$ cat config.mk
export PLATFORM = sky130hd
export DESIGN_NAME = prbs_bit_scheduler
export DESIGN_NICKNAME = d
export VERILOG_FILES = /design/src/rtl/prbs_bit_scheduler.sv
export SDC_FILE = /design/constraint.sdc
export NUM_CORES = 1
export LEC_CHECK = 0
export CAP_MARGIN = 20
export CORE_MARGIN = 2
export CORE_UTILIZATION = 49
export DETAILED_ROUTE_END_ITERATION = 8
export GPL_ROUTABILITY_DRIVEN = 0
export PLACE_DENSITY = 0.77
export SLEW_MARGIN = 20
export SYNTH_ARGS = -nofsm -noshare
export SYNTH_HDL_FRONTEND = slang
export SYNTH_SLANG_ARGS = --single-unit
$ cat constraint.sdc
create_clock -name dac_clk -period 5.25 [get_ports dac_clk]
set_input_delay 1.3125 -clock dac_clk [delete_from_list [all_inputs] [get_ports dac_clk]]
set_output_delay 1.3125 -clock dac_clk [all_outputs]
set_load 0.05 [all_outputs]
$ cat src/rtl/prbs_bit_scheduler.sv
// PRBS bit-boundary scheduler: paces lfsr_clk_enable at a configurable bit period
// and shadows the edge-time setting so the edge shaper only sees changes on bit boundaries.
module prbs_bit_scheduler #(
    parameter int unsigned PERIOD_W   = 16,
    parameter int unsigned MIN_PERIOD = 2
) (
    input  logic                dac_clk,
    input  logic                reset,
    input  logic                cfg_run,
    input  logic                cfg_update,
    input  logic [PERIOD_W-1:0] cfg_bit_period,
    input  logic [7:0]          cfg_edge_time,
    output logic                lfsr_clk_enable,
    output logic [7:0]          prbs_edge_time_config_reg,
    output logic                cfg_ack,
    output logic                edge_clamped,
    output logic [31:0]         bit_count,
    output logic [1:0]          sched_state_dbg
);

    localparam int unsigned         CW    = (PERIOD_W > 8) ? PERIOD_W : 8;
    localparam logic [PERIOD_W-1:0] MIN_P = PERIOD_W'(MIN_PERIOD);
    localparam logic [PERIOD_W-1:0] ONE_P = PERIOD_W'(1);

    typedef enum logic [1:0] {
        IDLE     = 2'b00,
        LOAD     = 2'b01,
        RUN      = 2'b10,
        STOPPING = 2'b11
    } state_t;

    state_t              state;
    state_t              state_next;
    logic [PERIOD_W-1:0] counter;
    logic [PERIOD_W-1:0] shadow_period;
    logic                pending;

    logic [PERIOD_W-1:0] req_period;
    logic [CW-1:0]       req_limit;
    logic                req_clamp;
    logic [7:0]          req_edge;

    // Effective period and edge time derived from the live cfg inputs.
    always_comb begin
        req_period = (cfg_bit_period < MIN_P) ? MIN_P : cfg_bit_period;
        req_limit  = CW'(req_period - ONE_P);
        req_clamp  = (req_limit < CW'(255)) && (CW'(cfg_edge_time) > req_limit);
        req_edge   = req_clamp ? req_limit[7:0] : cfg_edge_time;
    end

    always_ff @(posedge dac_clk) begin
        if (reset) begin
            state <= IDLE;
        end else begin
            state <= state_next;
        end
    end

    always_comb begin
        state_next = state;
        case (state)
            IDLE:     if (cfg_run) state_next = LOAD;
            LOAD:     state_next = RUN;
            RUN:      if (!cfg_run) state_next = STOPPING;
            STOPPING: begin
                if (cfg_run) begin
                    state_next = RUN;
                end else if (counter == '0) begin
                    state_next = IDLE;
                end
            end
            default:  state_next = IDLE;
        endcase
    end

    always_comb begin
        lfsr_clk_enable = ((state == RUN) || (state == STOPPING)) && (counter == '0);
        sched_state_dbg = state;
    end

    always_ff @(posedge dac_clk) begin
        if (reset) begin
            counter                   <= '0;
            shadow_period             <= MIN_P;
            pending                   <= 1'b0;
            cfg_ack                   <= 1'b0;
            edge_clamped              <= 1'b0;
            bit_count                 <= '0;
            prbs_edge_time_config_reg <= '0;
        end else begin
            cfg_ack <= 1'b0;
            case (state)
                IDLE: begin
                    if (cfg_update) begin
                        shadow_period             <= req_period;
                        prbs_edge_time_config_reg <= req_edge;
                        edge_clamped              <= req_clamp;
                        cfg_ack                   <= 1'b1;
                    end
                end
                LOAD: begin
                    shadow_period             <= req_period;
                    prbs_edge_time_config_reg <= req_edge;
                    edge_clamped              <= req_clamp;
                    counter                   <= req_period - ONE_P;
                    bit_count                 <= '0;
                    pending                   <= 1'b0;
                end
                RUN, STOPPING: begin
                    if (lfsr_clk_enable) begin
                        bit_count <= bit_count + 32'd1;
                        // A request seen on the boundary itself is applied right away.
                        if (pending || cfg_update) begin
                            shadow_period             <= req_period;
                            prbs_edge_time_config_reg <= req_edge;
                            edge_clamped              <= req_clamp;
                            counter                   <= req_period - ONE_P;
                            cfg_ack                   <= 1'b1;
                            pending                   <= 1'b0;
                        end else begin
                            counter <= shadow_period - ONE_P;
                        end
                    end else begin
                        counter <= counter - ONE_P;
                        if (cfg_update) pending <= 1'b1;
                    end
                end
                default: ;
            endcase
        end
    end

endmodule

==> impl_metrics.env <==
export IMPL_slowest_stage="or4_4"
export IMPL_synthMuxAreaShare_pct=1.792
export IMPL_htreeDepth=3
export IMPL_synth_xor_area_share_pct=8.801
export IMPL_synth_fp_nets=646
export IMPL_min_delay_start="counter[15]"
export IMPL_yosys_area_share_adder_pct=3.210
export IMPL_clkPwrFrac_pct=27.5
export IMPL_die_x_microns=101.7
export IMPL_ys_seq_area_share_pct=32.96
export IMPL_ys_types=59
export IMPL_drv_cap=0
export IMPL_leakage_uw=0.002143
export IMPL_diodes=0
export IMPL_grt_max_degree=43
export IMPL_grt_pass1_wl_microns=21680
export IMPL_hold_class="register to register"
export IMPL_switching_share_pct=35.93
export IMPL_top_regs="bit_count (32), counter (16), shadow_period (16)"
export IMPL_grtUsageMet2_pct=43.32
export IMPL_crit_chain="clkdlybuf4s50_1, or4_4, or4_4, o31ai_4, ha_2, or4b_4, o41ai_4, nor4b_2, nand4_1, a211oi_4, buf_4, buf_4, nand3_1, a21oi_2"
export IMPL_grt_overflow_total=0
export IMPL_viasPerCell=5.795
export IMPL_first_iter_violations=298
export IMPL_portBuffers=72
export IMPL_slew_violations=0
export IMPL_yosys_area_share_simple_pct=31.09
export IMPL_cts_tree="done"
export IMPL_drc=0
export IMPL_grt_use_met3_pct=4.693
export IMPL_synth_compound_area_share_pct=17.87
export IMPL_p_int_uw=971.8
export IMPL_ir_drop_mv=0.1900
export IMPL_first_pass_iters=5
export IMPL_finalNetCount=745
export IMPL_timing_final_ws_setup_ns=0.1141
export IMPL_clk_latency_ns=0.36
export IMPL_cts_root_buf="clkbuf_8"
export IMPL_slowest_delay_ns=0.55
export IMPL_synth_cell_area_sq_um=4677
export IMPL_worstPathRequired_ns=5.54
export IMPL_start_util_pct=50.62
export IMPL_outcome="completed"
export IMPL_finalCritPeriodShare_pct=97.83
export IMPL_power_density_nw_per_um2=253.4
export IMPL_synthArstFlopShare_pct=0
export IMPL_r2r_start="counter[2]"
export IMPL_vias=4862
export IMPL_postRouteAntennaNets=0
export IMPL_finalClockSkew_ns=0.01085
export IMPL_die_h_microns=101.7
export IMPL_combPwrFrac_pct=28.4
export IMPL_top_register="bit_count"
export IMPL_antenna_found_initial=0
export IMPL_areaGrowthSynthToFinish_pct=27.98
export IMPL_grt_pass1_vias=4600
export IMPL_wl_per_cell_microns=15.46
export IMPL_place_area_sq_um=5748
export IMPL_die_area_sq_um=10340
export IMPL_ios=73
export IMPL_preCtsSetupSlack_ns=-0.3377
export IMPL_rows=35
export IMPL_crit_start="cfg_bit_period[12]"
export IMPL_largest_register_ff_count=32
export IMPL_worst_pin_slew_ns=1.021
export IMPL_fmaxAchievable_mhz=194.7
export IMPL_synth_edff_count=0
export IMPL_p_seq_share_pct=44.1
export IMPL_finalHoldViolations=0
export IMPL_clock_sinks=77
export IMPL_worstPathArrival_ns=5.43
export IMPL_dp_hpwl_microns=9671
export IMPL_clk_pin_slew_ns=0.08
export IMPL_cts_buffers=9
export IMPL_power_switching_uw=545.1
export IMPL_grt_util_all_layers_pct=25.95
export IMPL_critPathKind="primary input to register"
export IMPL_wl_microns=12970
export IMPL_synthFlopType="dfxtp_1"
export IMPL_design_area_sq_um=5986
export IMPL_core_area_sq_um=9240
export IMPL_synth_warnings=0
export IMPL_fin_hold_ws_ns=0.4681
export IMPL_drive_gt1_share_pct=11.83
export IMPL_syn_inst=606
export IMPL_num_fill_cells=796
export IMPL_cts_buffer_depth=2
export IMPL_syn_area_per_cell_sq_um=7.718
export IMPL_synth_seq_cells=77
export IMPL_finalSetupViolations=0
export IMPL_crit_fanout=8
export IMPL_synth_top_family_by_area="simple AND/OR/NAND/NOR gates"
export IMPL_gr_usage_met1_pct=33.76
export IMPL_critPathLaunchType="primary input"
export IMPL_min_period_ns=5.136
export IMPL_busiest_layer="met2"
export IMPL_slew_headroom_pct=31.70
export IMPL_cp_end_kind="register"
[synth_stat cells, drive strengths merged (4+ instances only)]
master,number,share of area (%)
ha,12,3.2
a21oi,49,5.5
o41ai,4,0.91
xnor2,33,6.2
nor4,15,2.1
or4,10,1.8
nor2,72,5.8
and2,4,0.53
inv,19,1.5
clkbuf,20,1.6
o22ai,5,0.67
nand4,17,2.3
a31oi,4,0.53
nor3,34,3.9
nand2,73,5.9
or2,4,0.54
nand3,18,1.9
a211o,7,1.3
xor2,14,2.6
buf,6,1.0
and4b,5,1.1
dfxtp,77,33
o21ai,31,3.3
o211ai,4,0.64
nor2b,4,0.53
mux2i,5,1.1
a211oi,6,1.2
o31ai,4,0.75
and3,8,1.1
or3,10,1.3
[worst paths after layout]
kind	to	slack, ns	cells past startpoint
min reg2reg	counter[15]	0.47	2
max	edge_clamped	0.11	14
min	counter[15]	0.47	2
max reg2reg	prbs_edge_time_config_reg[4]	1.64	6
[power by group through the flow]
stage               combinational, uW  sequential (uW)  clock (uW)
floorplan                         263              696           0
global placement                  408              678           0
detailed placement                418              681           0
CTS                               421              667         427
global route                      475              675         452
finish                            431              669         418
[cell type report]
class	count	area [sq um]	area share (%)
clock buffer	9	123.9	2.069
inverter	20	75.07	1.254
tap	129	161.4	2.696
multi-input combinational	483	2988	49.92
clock inverter	7	56.30	0.9406
sequential	77	1541	25.75
timing repair buffer	114	1040	17.37
[per-layer routing]
layer	share of wire (%)	wire length, microns	up-vias
li1	-	-	2394
met3	6.1	788	22
met2	48	6246	185
met1	44	5695	2261
met4	1.9	243	0
met5	0	0	-
[layout by cell type, fill, tap and decap left out, types with 4 or more instances in the layout]
master / instances
dfxtp_1: 77
nor2_1: 72
nand2_1: 72
clkdlybuf4s50_1: 72
a21oi_1: 46
buf_4: 41
xnor2_1: 33
nor3_1: 31
o21ai_0: 28
inv_1: 19
nand3_1: 18
nand4_1: 17
nor4_1: 14
xor2_1: 14
ha_1: 11
or3_1: 10
clkbuf_8: 9
and3_1: 8
or4_1: 7
a211o_1: 7
mux2i_1: 5
a211oi_1: 5
o22ai_1: 5
and4b_1: 5
nor2b_1: 4
a31oi_1: 4
o211ai_1: 4
and2_1: 4
[critical path: cells and delay by family]
kind / cells / cell delay [ns]
compound gates: 4 / 0.92
buf+inv: 3 / 0.76
simple gates: 6 / 2.21
fa+ha+maj: 1 / 0.23
[cells by family after synthesis]
group / count (synthesis)
simple gates: 287
compound gates: 129
mux: 8
buf+inv: 46
fa+ha+maj: 12
flops: 77
xor+xnor: 47
[metrics by stage]
stage	utilization, %	total power [uW]	instances	TNS (ns)
final	64.78	1517	839	0
after global routing	64.78	1601	839	-0.007512
after CTS	64.16	1515	837	0
after detailed placement	62.21	1099	821	-2.787
after global placement	62.21	1086	821	-1.313
after floorplan	-	959.4	606	0
[what timing repair did]
item / 4_1_cts / 5_1_grt
endpoints found under the setup margin: 0 / 9
resized for setup: 0 / 9
hold buffers: 0 / 0
setup buffers: 0 / 2
No activity file was read; power rests on OpenSTA's default activity.
